File: src/rtl/ce_opnd_dist_pkg.sv
// Shared constants and helpers for the RALU -> coprocessor-engine operand distributor.
// Queue payload layout, LSB first: A operand, B operand, opcode, active-high 32-bit mode flag.
package ce_opnd_dist_pkg;

    localparam int CE_DW_DEF  = 32;
    localparam int CE_OPW_DEF = 12;

    typedef enum logic [1:0] {
        Q_EMPTY,
        Q_PARTIAL,
        Q_FULL
    } q_state_e;

    function automatic int payload_w(input int dw, input int opw);
        return 2 * dw + opw + 1;
    endfunction

endpackage

File: src/rtl/ce_opnd_dist_opfifo.sv
// One DEPTH-entry operation queue for a single coprocessor engine.
// Head is storage[rdptr], registered only; a push is never visible on the same cycle.
module ce_opnd_dist_opfifo
    import ce_opnd_dist_pkg::*;
#(
    parameter int W     = 77,
    parameter int DEPTH = 2
) (
    input  logic         clk_i,
    input  logic         rst_i,
    input  logic         push_i,
    input  logic [W-1:0] data_i,
    input  logic         pop_i,
    output logic [W-1:0] head_o,
    output logic         vld_o,
    output logic         full_o
);
    localparam int AW = $clog2(DEPTH);

    logic [W-1:0]  mem_q [DEPTH];
    logic [AW-1:0] wr_q, wr_d, rd_q, rd_d;
    logic [AW:0]   cnt_q, cnt_d;
    q_state_e      state;
    logic          do_push, do_pop;

    always_comb begin
        if (cnt_q == '0)                   state = Q_EMPTY;
        else if (cnt_q == (AW + 1)'(DEPTH)) state = Q_FULL;
        else                               state = Q_PARTIAL;
    end

    assign full_o  = (state == Q_FULL);
    assign vld_o   = (state != Q_EMPTY);
    assign head_o  = mem_q[rd_q];
    // A full queue refuses pushes, so a full queue never passes an op straight through.
    assign do_push = push_i & ~full_o;
    assign do_pop  = pop_i & vld_o;

    always_comb begin
        wr_d  = do_push ? wr_q + 1'b1 : wr_q;
        rd_d  = do_pop  ? rd_q + 1'b1 : rd_q;
        cnt_d = cnt_q;
        case ({do_push, do_pop})
            2'b10:   cnt_d = cnt_q + 1'b1;
            2'b01:   cnt_d = cnt_q - 1'b1;
            default: cnt_d = cnt_q;
        endcase
    end

    always_ff @(posedge clk_i or posedge rst_i) begin
        if (rst_i) begin
            for (int i = 0; i < DEPTH; i++) mem_q[i] <= '0;
            wr_q  <= '0;
            rd_q  <= '0;
            cnt_q <= '0;
        end else begin
            if (do_push) mem_q[wr_q] <= data_i;
            wr_q  <= wr_d;
            rd_q  <= rd_d;
            cnt_q <= cnt_d;
        end
    end

endmodule

File: src/rtl/ce_opnd_dist.sv
// Operand/opcode distributor from the RALU to NUM_CE coprocessor engines, one queue per engine.
// Optional per-engine pop counters are built when CE_DIST_PERF_EN is defined.
module ce_opnd_dist
    import ce_opnd_dist_pkg::*;
#(
    parameter int NUM_CE = 2,
    parameter int DW     = CE_DW_DEF,
    parameter int OPW    = CE_OPW_DEF,
    parameter int DEPTH  = 2,
    parameter int SELW   = 3,
    parameter int CNTW   = 16
) (
    input  logic                  CLK,
    input  logic                  RST,
    input  logic [DW-1:0]         RALU_CINA_E_R,
    input  logic [DW-1:0]         RALU_CINBI_E_R,
    input  logic [OPW-1:0]        RALU_CEOP_S_R,
    input  logic                  RALU_INSTM32_S_R_N,
    input  logic [SELW-1:0]       RALU_CESEL_E_R,
    input  logic                  RALU_CEBCAST_E_R,
    input  logic                  RALU_CEVLD_E_R,
    output logic                  CEI_CERDY_E_R,
    output logic [NUM_CE*DW-1:0]  CEI_AOP_E_R,
    output logic [NUM_CE*DW-1:0]  CEI_BOP_E_R,
    output logic [NUM_CE*OPW-1:0] CEI_CEOP_S_R,
    output logic [NUM_CE-1:0]     CEI_INSTM32_S_R_N,
    output logic [NUM_CE-1:0]     CEI_CEVLD_E_R,
    input  logic [NUM_CE-1:0]     CE_ACK_E_R,
    output logic [DW-1:0]         CEI_CEHLW_AOP_E_R,
`ifdef CE_DIST_PERF_EN
    output logic                  CEI_SELERR_R,
    output logic [NUM_CE*CNTW-1:0] CEI_PERFCNT_R
`else
    output logic                  CEI_SELERR_R
`endif
);
    localparam int PW = payload_w(DW, OPW);

    logic [NUM_CE-1:0] full, push, pop;
    logic              any_full, sel_full, sel_ok, accept;
    logic [PW-1:0]     payload;
    logic [DW-1:0]     hlw_q, hlw_d;
    logic              selerr_q, selerr_d;

    always_comb begin
        any_full = |full;
        sel_full = 1'b0;
        for (int i = 0; i < NUM_CE; i++)
            if (RALU_CESEL_E_R == SELW'(i)) sel_full = full[i];
    end

    assign sel_ok = (32'(RALU_CESEL_E_R) < NUM_CE);
    // Out-of-range selects are always "ready" so the RALU never stalls on a bad index.
    assign CEI_CERDY_E_R = RALU_CEBCAST_E_R ? ~any_full : (sel_ok ? ~sel_full : 1'b1);
    assign accept  = RALU_CEVLD_E_R & CEI_CERDY_E_R;
    // Flag stored active-high so cleared storage reads back as INSTM32_N = 1.
    assign payload = {~RALU_INSTM32_S_R_N, RALU_CEOP_S_R, RALU_CINBI_E_R, RALU_CINA_E_R};

    for (genvar i = 0; i < NUM_CE; i++) begin : g_ce
        logic [PW-1:0] head;

        assign push[i] = accept & (RALU_CEBCAST_E_R | (sel_ok & (RALU_CESEL_E_R == SELW'(i))));
        assign pop[i]  = CEI_CEVLD_E_R[i] & CE_ACK_E_R[i];

        ce_opnd_dist_opfifo #(.W(PW), .DEPTH(DEPTH)) u_fifo (
            .clk_i  (CLK),
            .rst_i  (RST),
            .push_i (push[i]),
            .data_i (payload),
            .pop_i  (pop[i]),
            .head_o (head),
            .vld_o  (CEI_CEVLD_E_R[i]),
            .full_o (full[i])
        );

        assign CEI_AOP_E_R[i*DW +: DW]    = head[DW-1:0];
        assign CEI_BOP_E_R[i*DW +: DW]    = head[2*DW-1:DW];
        assign CEI_CEOP_S_R[i*OPW +: OPW] = head[2*DW +: OPW];
        assign CEI_INSTM32_S_R_N[i]       = ~head[PW-1];

`ifdef CE_DIST_PERF_EN
        logic [CNTW-1:0] perf_q, perf_d;

        assign perf_d = (pop[i] && !(&perf_q)) ? perf_q + 1'b1 : perf_q;

        always_ff @(posedge CLK or posedge RST) begin
            if (RST) perf_q <= '0;
            else     perf_q <= perf_d;
        end

        assign CEI_PERFCNT_R[i*CNTW +: CNTW] = perf_q;
`endif
    end

`ifndef CE_DIST_PERF_EN
    logic [CNTW-1:0] unused_cntw;
    assign unused_cntw = '0;
`endif

    assign hlw_d    = accept ? RALU_CINA_E_R : hlw_q;
    assign selerr_d = selerr_q | (accept & ~RALU_CEBCAST_E_R & ~sel_ok);

    always_ff @(posedge CLK or posedge RST) begin
        if (RST) begin
            hlw_q    <= '0;
            selerr_q <= 1'b0;
        end else begin
            hlw_q    <= hlw_d;
            selerr_q <= selerr_d;
        end
    end

    assign CEI_CEHLW_AOP_E_R = hlw_q;
    assign CEI_SELERR_R      = selerr_q;

endmodule

File: config.mk
export PLATFORM = sky130hd
export DESIGN_NAME = ce_opnd_dist
export DESIGN_NICKNAME = d
export VERILOG_FILES = /design/src/rtl/ce_opnd_dist_pkg.sv /design/src/rtl/ce_opnd_dist_opfifo.sv /design/src/rtl/ce_opnd_dist.sv
export SDC_FILE = /design/constraint.sdc
export NUM_CORES = 1
export LEC_CHECK = 0
export CAP_MARGIN = 0
export CORE_MARGIN = 10
export CORE_UTILIZATION = 49
export CTS_BUF_LIST = sky130_fd_sc_hd__clkbuf_8
export CTS_CLUSTER_SIZE = 16
export DETAILED_ROUTE_END_ITERATION = 12
export PLACE_DENSITY = 0.9
export SYNTH_ARGS = -nofsm -noshare
export SYNTH_HDL_FRONTEND = slang
export SYNTH_SLANG_ARGS = --single-unit
File: constraint.sdc
create_clock -name CLK -period 10.7 [get_ports CLK]
set_input_delay 1.07 -clock CLK [delete_from_list [all_inputs] [get_ports CLK]]
set_output_delay 1.07 -clock CLK [all_outputs]
set_load 0.05 [all_outputs]
==> results of run 1 <==
## worst max-delay path: cells and delay by family, from the launching register on
| family | cells | cell delay, ns |
|---|---|---|
| flops | 1 | 0.70 |
| mux | 1 | 0.45 |
| buf+inv | 2 | 1.45 |
## path summary, 6_finish.rpt
kind,to,slack (ns),cells after the start
max,CEI_BOP_E_R[26],6.44,3
min,g_ce[0].u_fifo.mem_q[10],0.49,1
max reg2reg,g_ce[1].u_fifo.mem_q[79],8.19,5
min reg2reg,g_ce[0].u_fifo.mem_q[10],0.49,1
max in group asynchronous,g_ce[1].u_fifo.rd_q,7.58,4
min in group asynchronous,CEI_CEHLW_AOP_E_R[15],0.92,2
## flip-flops by register name, summed over array words and instances, names as in the netlist
| name | flops |
|---|---|
| g_ce.u_fifo.cnt_q | 4 |
| g_ce.u_fifo.rd_q | 2 |
| g_ce.u_fifo.mem_q | 308 |
| g_ce.u_fifo.wr_q | 2 |
| CEI_SELERR_R | 1 |
| CEI_CEHLW_AOP_E_R | 32 |
## layer usage
layer  track usage  share of wire
met2         0.301           0.48
met5             0              0
met3        0.0530          0.063
met4        0.0416          0.013
met1         0.236           0.44
## logic make-up after synthesis
group,count (synthesis),synth area share
buffers and inverters,60,0.0256
muxes,495,0.375
adders and majority gates,2,0.00165
xor gates and xnor gates,10,0.00579
DFF,349,0.577
AOI/OAI and AO/OA,8,0.00405
and+or+nand+nor,21,0.0103
## synth_stat cells, types with 2 or more instances
| library cell | count | area (sq um) |
|---|---|---|
| sky130_fd_sc_hd__dfrtp_1 | 349 | 8730 |
| sky130_fd_sc_hd__mux2_4 | 29 | 435 |
| sky130_fd_sc_hd__nor2b_1 | 2 | 12.5 |
| sky130_fd_sc_hd__buf_2 | 15 | 75.1 |
| sky130_fd_sc_hd__nor4_4 | 2 | 42.5 |
| sky130_fd_sc_hd__buf_1 | 6 | 22.5 |
| sky130_fd_sc_hd__clkbuf_1 | 12 | 45.0 |
| sky130_fd_sc_hd__inv_1 | 5 | 18.8 |
| sky130_fd_sc_hd__or2_2 | 2 | 12.5 |
| sky130_fd_sc_hd__nand2b_1 | 2 | 12.5 |
| sky130_fd_sc_hd__xor2_1 | 4 | 35.0 |
| sky130_fd_sc_hd__ha_1 | 2 | 25.0 |
| sky130_fd_sc_hd__xnor2_1 | 6 | 52.6 |
| sky130_fd_sc_hd__buf_4 | 6 | 45.0 |
| sky130_fd_sc_hd__mux2_2 | 452 | 5090 |
| sky130_fd_sc_hd__mux2i_1 | 6 | 60.1 |
| sky130_fd_sc_hd__and2_1 | 2 | 12.5 |
| sky130_fd_sc_hd__nor2_1 | 4 | 15.0 |
| sky130_fd_sc_hd__buf_6 | 16 | 180 |
| sky130_fd_sc_hd__mux2_1 | 8 | 90.1 |
## metrics by stage
stage	std cells	setup WS, ns	utilization	hold WS (ns)	cell area [sq um]
after global routing	1676	6.22	0.629	0.507	19200
after floorplan	945	4.96	-	0.448	15100
after CTS	1675	6.32	0.629	0.489	19200
after detailed placement	1573	6.48	0.594	0.474	18100
after global placement	1573	6.50	0.594	0.463	18100
final	1676	6.44	0.629	0.485	19200
## layout make-up
cell class	count	area (sq um)
diodes	1	2.50
clock buffers	67	922
clock inverters	35	143
fillers	2238	11300
inverters	5	22.5
multi-input cells	536	6020
flip-flops and latches	349	8740
well taps	396	495
repair buffers	287	2860
==> reports/summary.txt, run 1 <==
outcome: finished, final reports clean
largest stage delay on the critical path: 0.74 ns
crit path max fanout: 51
number of global-route vias before repair: 10000
commonest non-fill, non-tap cell in the layout: sky130_fd_sc_hd__mux2_2
CTS hold repair buffers: 0
first-pass GRT wire length: 57200 um
initial antenna violation count: 2
number of flops mapped to enable cells by yosys: 0
post-cts gate resize count: 0
Synth Area per Inst: 16.0 sq um
synthesis-to-finish area growth: 26.9%
total global routing overflow: 0
remaining design rule violation count: 0
first-pass iteration count of the detailed router: 4
Clock transition at path regs: 0.06 ns
Top FF cell, synth: sky130_fd_sc_hd__dfrtp_1
setup repair after global routing missed its margin: false
endpoint arrival time on the critical path: 3.19 ns
TritonCTS buffer count: 56
post-synthesis instance area: 15100 sq um
hpwl dp: 23200 um
Initial Utilization: 0.496
number of hold-slack violations in the final timing report: 0
final critical delay including setup and external delays: 4.26 ns
clock tree from TritonCTS: built
number of register bits inferred by synthesis: 349
via density per instance: 5.32
Top-Level Pins: 276
standard-cell row count: 64
clock skew: 0.0125 ns
cell at the root of the clock tree: sky130_fd_sc_hd__clkbuf_8
Total Routed Length: 35800 um
maximum count of clock buffers along a single path: 3
FMAX: 235 MHz
clock latency on the worst-skew pair: 0.58 ns
Synth Net Count: 1033
overall die area: 38300 sq um
total setup violations reported at the end of the flow: 0
Setup crit end kind: output pin
worst slew slack as a fraction of its limit: 0.185
total number of vias: 8922
Sinks on Clock Net: 349
launch point of the worst hold path: g_ce[0].u_fifo.mem_q[10]
most frequent cells in the layout: sky130_fd_sc_hd__mux2_2 (452), sky130_fd_sc_hd__dfrtp_1 (347), sky130_fd_sc_hd__clkdlybuf4s50_1 (275), sky130_fd_sc_hd__clkbuf_8 (67), sky130_fd_sc_hd__inv_1 (34)
horizontal die dimension: 196 um
share of the clock period used by the worst path after layout: 0.398
Reg2Reg Launch Point: g_ce[0].u_fifo.cnt_q[1]
routed length per instance: 21.4 um
total global routing track utilization: 0.183
CTS HTree Levels: 2
Worst Hold Class: flip-flop to flip-flop
fraction of the yosys area taken by sequential cells: 0.577
pin count of the biggest net entering global routing: 191
DRT antenna net count: 0
Worst Setup Path Type: flip-flop to output pin
number of distinct library cells after synthesis: 35
last weighted congestion value of the routability-driven placer: 0.759
Die H: 196 um
area of the placeable core: 30500 sq um
count of maximum capacitance violations: 0
ordered list of cells on the worst path: buf_4 > mux2_2 > clkdlybuf4s50_1
number of instances in the synthesized netlist: 945
ratio of cells with drive above 1 in the final layout: 0.450
fraction of synthesis flops using an asynchronous set or reset pin: 1.00
number of nets in the layout: 1323
Port Buf Inserts: 275
number of design-rule violations left by the first detailed-router iteration: 407
summed negative setup slack over all endpoints: 0 ns
postcts setup bufs: 0
master of the slowest instance on the critical path: sky130_fd_sc_hd__buf_4
transition at the pin with the smallest max-transition slack: 1.22 ns
crit path launch: g_ce[0].u_fifo.rd_q
Synthesis Warnings: 0
Final Max Slew Viols: 0
Critical Path RT: 9.63 ns
Worst Setup Start Kind: flip-flop
Power of run 1 is left out: the tool's default activity adds up to more than one toggle a clock period on the data nets, which glitch-free logic cannot reach.
==> run 2: changes to the inputs <==
Settings changed: CORE_UTILIZATION 49 to 54, PLACE_DENSITY 0.9 to 0.94.
Clock period 10.7 ns to 4.4 ns, I/O delays scaled along.
==> reports/summary.txt, run 2 (synthesized netlist as in run 1, its figures left out) <==
initial antenna violation count: 1 (-1)
largest reg by FF count: g_ce.u_fifo.mem_q
Initial Utilization: 0.546 (+0.0502)
number of global-route vias before repair: 10400 (+3.7%)
Final Max Slew Viols: 0 (unchanged)
number of design-rule violations left by the first detailed-router iteration: 441 (+8.4%)
transition at the pin with the smallest max-transition slack: 1.20 ns (-0.0202 ns)
pin count of the biggest net entering global routing: 78 (-59%)
Worst Setup Path Type: flip-flop to output pin
first-pass GRT wire length: 59000 um (+3.2%)
antenna cell count: 0 (-1)
Top-Level Pins: 276 (unchanged)
ordered list of cells on the worst path: buf_12 > mux2i_1 > clkdlybuf4s50_1
Critical Path RT: 3.96 ns (-5.67 ns)
outcome: finished, final reports clean
routed length per instance: 22.1 um (+3.6%)
cell at the root of the clock tree: sky130_fd_sc_hd__clkbuf_8
total number of vias: 9020 (+1.1%)
largest stage delay on the critical path: 0.87 ns (+0.13 ns)
postcts setup bufs: 0 (unchanged)
CTS hold repair buffers: 0 (unchanged)
Sinks on Clock Net: 349 (unchanged)
hpwl dp: 24400 um (+4.9%)
number of flip-flops under the largest register name: 308 (unchanged)
Cells after DPL: 1561 (-0.76%)
last weighted congestion value of the routability-driven placer: 0.796 (+4.9%)
Port Buf Inserts: 275 (unchanged)
TritonCTS buffer count: 55 (-1.8%)
setup repair after global routing missed its margin: false
Die H: 187 um (-4.3%)
horizontal die dimension: 187 um (-4.3%)
endpoint arrival time on the critical path: 2.95 ns (-0.24 ns)
total setup violations reported at the end of the flow: 0 (unchanged)
via density per instance: 5.43 (+2.0%)
remaining design rule violation count: 0 (unchanged)
clock skew: 0.0320 ns (+0.0194 ns)
Setup crit end kind: output pin
count of maximum capacitance violations: 0 (unchanged)
first-pass iteration count of the detailed router: 4 (unchanged)
Clock transition at path regs: 0.06 ns (about the same)
final critical delay including setup and external delays: 3.39 ns
number of hold-slack violations in the final timing report: 0 (unchanged)
Final Non-Filler Cells: 1661 (-0.89%)
Total Routed Length: 36800 um (+2.7%)
post-cts gate resize count: 0 (unchanged)
master of the slowest instance on the critical path: sky130_fd_sc_hd__clkdlybuf4s50_1
CTS HTree Levels: 2 (unchanged)
area of the placeable core: 27700 sq um (-9.2%)
synthesis-to-finish area growth: 28.5%
clock tree from TritonCTS: built
most frequent cells in the layout: sky130_fd_sc_hd__mux2_2 (452), sky130_fd_sc_hd__dfrtp_1 (347), sky130_fd_sc_hd__clkdlybuf4s50_1 (275), sky130_fd_sc_hd__clkbuf_8 (77), sky130_fd_sc_hd__mux2_4 (29)
worst slew slack as a fraction of its limit: 0.199 (+0.0134)
critical path buffer and inverter count: 2 (unchanged)
total global routing track utilization: 0.207 (+0.0241)
maximum count of clock buffers along a single path: 3 (unchanged)
commonest non-fill, non-tap cell in the layout: sky130_fd_sc_hd__mux2_2
FMAX: 295 MHz
Worst Setup Start Kind: flip-flop
share of the clock period used by the worst path after layout: 0.769
overall die area: 35100 sq um (-8.3%)
family of cells with the greatest summed delay on the critical path: buffers and inverters
Worst Hold Class: input port to asynchronous set/reset pin
DRT antenna net count: 0 (unchanged)
number of nets in the layout: 1328 (+0.38%)
crit path max fanout: 49 (-3.9%)
ratio of cells with drive above 1 in the final layout: 0.461 (+0.0111)
standard-cell row count: 61 (-4.7%)
clock latency on the worst-skew pair: 0.57 ns (about the same)
total global routing overflow: 0 (unchanged)
-- run 2: changes by cell type in the layout (fill, tap and decap cells not counted) --
cell,previous run,this run
sky130_fd_sc_hd__buf_12,1,7
sky130_fd_sc_hd__bufinv_16,0,2
sky130_fd_sc_hd__clkbuf_8,67,77
sky130_fd_sc_hd__clkinvlp_4,3,1
sky130_fd_sc_hd__diode_2,1,0
sky130_fd_sc_hd__inv_1,34,22
-- run 2: path summary, 6_finish.rpt --
path | startpoint | end | slack (ns) | cells past startpoint
setup / recovery | g_ce[0].u_fifo.rd_q | CEI_INSTM32_S_R_N[0] | 1.01 | 3
hold / removal | RST | CEI_CEHLW_AOP_E_R[11] | 0.45 | 2
setup reg to reg | g_ce[1].u_fifo.cnt_q[1] | CEI_CEHLW_AOP_E_R[17] | 1.89 | 4
hold reg to reg | g_ce[0].u_fifo.mem_q[10] | g_ce[0].u_fifo.mem_q[10] | 0.48 | 1
max in group asynchronous | RST | CEI_CEHLW_AOP_E_R[13] | 2.75 | 4
min in group CLK | g_ce[0].u_fifo.mem_q[10] | g_ce[0].u_fifo.mem_q[10] | 0.48 | 1
-- run 2: layout make-up --
| type | instances | area, sq um |
|---|---|---|
| well taps | 378 | 473 |
| repair buffers | 293 | 2980 |
| clock inverters | 23 | 143 |
| multi-input cells | 536 | 6020 |
| clock buffers | 77 | 1060 |
| fillers | 1796 | 8270 |
| flip-flops and latches | 349 | 8740 |
| inverters | 5 | 22.5 |
-- run 2: stage by stage --
step | util | instance area, sq um | setup WS [ns] | hold slack, ns | TNS [ns]
finish | 0.701 | 19400 | 1.01 | 0.452 | 0
global route | 0.701 | 19400 | 0.950 | 0.490 | 0
CTS | 0.701 | 19400 | 1.00 | 0.461 | 0
detailed placement | 0.658 | 18200 | 1.40 | 0.468 | 0
global placement | 0.658 | 18200 | 1.46 | 0.462 | 0
floorplan | - | 15100 | -0.712 | 0.448 | -248.64
-- run 2: metal layers --
metal	global-route usage	wire length [um]	vias to the layer above
li1	-	-	3980
met2	0.348	18100	285
met4	0.0537	530	2
met5	0	13	-
met1	0.262	15700	4709
met3	0.0541	2490	44
Power of run 2 is left out for the same reason.
==> run 3: changes to the inputs <==
Clock period 4.4 ns to 3.5 ns, I/O delays scaled along.
==> reports/summary.txt, run 3 (synthesized netlist as in run 1, its figures left out) <==
Final Max Slew Viols: 0 (unchanged)
CTS hold repair buffers: 0 (unchanged)
clock skew: 0.0164 ns (-0.0156 ns)
final critical delay including setup and external delays: 2.99 ns
overall die area: 35100 sq um (unchanged)
Clock transition at path regs: 0.06 ns (about the same)
most frequent cells in the layout: sky130_fd_sc_hd__mux2_2 (452), sky130_fd_sc_hd__dfrtp_1 (347), sky130_fd_sc_hd__clkdlybuf4s50_1 (275), sky130_fd_sc_hd__clkbuf_8 (68), sky130_fd_sc_hd__mux2_4 (29)
DRT antenna net count: 0 (unchanged)
transition at the pin with the smallest max-transition slack: 0.901 ns (-0.301 ns)
Top-Level Pins: 276 (unchanged)
initial antenna violation count: 1 (unchanged)
total global routing track utilization: 0.206 (-0.00171)
via density per instance: 5.42 (-0.27%)
Worst Hold Class: input port to asynchronous set/reset pin
number of flip-flops under the largest register name: 308 (unchanged)
total number of vias: 8985 (-0.39%)
hpwl dp: 24400 um (+0.23%)
ratio of cells with drive above 1 in the final layout: 0.459 (-0.00282)
post-cts gate resize count: 0 (unchanged)
last weighted congestion value of the routability-driven placer: 0.758 (-4.8%)
pin count of the biggest net entering global routing: 79 (+1.3%)
summed negative setup slack over all endpoints: 0 ns (unchanged)
Fill cells: 1776 (-1.1%)
maximum count of clock buffers along a single path: 3 (unchanged)
first-pass iteration count of the detailed router: 4 (unchanged)
Total Routed Length: 36500 um (-0.65%)
number of global-route vias before repair: 10400 (-0.058%)
remaining design rule violation count: 0 (unchanged)
TritonCTS buffer count: 55 (unchanged)
hold slack: 0.316 ns (-0.136 ns)
first-pass GRT wire length: 58600 um (-0.74%)
Setup crit end kind: output pin
standard-cell row count: 61 (unchanged)
crit path max fanout: 78 (+59%)
Worst Setup Path Type: flip-flop to output pin
post-layout utilization of the core: 0.699 (-0.00253)
setup repair after global routing missed its margin: false
clock latency on the worst-skew pair: 0.57 ns (about the same)
FMAX: 334 MHz
worst slew slack as a fraction of its limit: 0.398 (+0.200)
Initial Utilization: 0.546 (unchanged)
endpoint arrival time on the critical path: 2.64 ns (-0.31 ns)
commonest non-fill, non-tap cell in the layout: sky130_fd_sc_hd__mux2_2
total setup violations reported at the end of the flow: 0 (unchanged)
routed length per instance: 22.0 um (-0.53%)
total global routing overflow: 0 (unchanged)
cell at the root of the clock tree: sky130_fd_sc_hd__clkbuf_8
synthesis-to-finish area growth: 28.0%
clock tree from TritonCTS: built
share of the clock period used by the worst path after layout: 0.855
Worst Setup Start Kind: flip-flop
number of design-rule violations left by the first detailed-router iteration: 319 (-28%)
number of hold-slack violations in the final timing report: 0 (unchanged)
area of the placeable core: 27700 sq um (unchanged)
number of nets in the layout: 1331 (+0.23%)
count of maximum capacitance violations: 0 (unchanged)
CTS HTree Levels: 2 (unchanged)
largest reg by FF count: g_ce.u_fifo.mem_q
outcome: finished, final reports clean
Critical Path RT: 3.15 ns (-0.81 ns)
Die H: 187 um (unchanged)
horizontal die dimension: 187 um (unchanged)
postcts setup bufs: 0 (unchanged)
Sinks on Clock Net: 349 (unchanged)
Port Buf Inserts: 275 (unchanged)
count of cells along the worst register-to-register path: 5 (+1)
[run 3: final timing paths]
path	start	endpoint	slack (ns)
setup / recovery	g_ce[1].u_fifo.rd_q	CEI_INSTM32_S_R_N[1]	0.51
hold / removal	RST	g_ce[1].u_fifo.mem_q[12]	0.32
setup reg to reg	g_ce[1].u_fifo.cnt_q[0]	CEI_CEHLW_AOP_E_R[1]	1.19
hold reg to reg	g_ce[0].u_fifo.mem_q[104]	g_ce[0].u_fifo.mem_q[104]	0.49
max in group asynchronous	RST	g_ce[0].u_fifo.mem_q[60]	2.21
min in group CLK	RALU_CESEL_E_R[2]	CEI_SELERR_R	0.46
[run 3: final cells by class]
cell class | instances | area, sq um | share of cell area
Antenna cell | 1 | 2.50 | 0.000129
Clock buffer | 68 | 936 | 0.0483
Clock inverter | 26 | 134 | 0.00691
Inverter | 5 | 22.5 | 0.00116
Multi-Input combinational cell | 536 | 6020 | 0.311
Sequential cell | 349 | 8740 | 0.451
Tap cell | 378 | 473 | 0.0244
Timing Repair Buffer | 296 | 3040 | 0.157
[run 3: through the flow]
stage               setup slack, ns  cells  area [sq um]
floorplan                     -1.52    945         15100
global placement              0.732   1564         18300
detailed placement            0.677   1564         18300
CTS                           0.416   1658         19400
global route                  0.348   1658         19400
finish                        0.506   1659         19400
[run 3: routing by layer]
layer	vias to the layer above	wire, um	track usage
li1	3979	-	-
met1	4678	15600	0.252
met2	275	17900	0.349
met3	51	2470	0.0613
met4	2	563	0.0518
met5	-	13	0
[run 3: critical path, cell delays in order, from the launching register on]
cell and delay, ns:
sky130_fd_sc_hd__dfrtp_4 0.41, sky130_fd_sc_hd__buf_12 0.42, sky130_fd_sc_hd__mux2i_1 0.36, sky130_fd_sc_hd__clkdlybuf4s50_1 0.87
Power of run 3 is left out for the same reason.
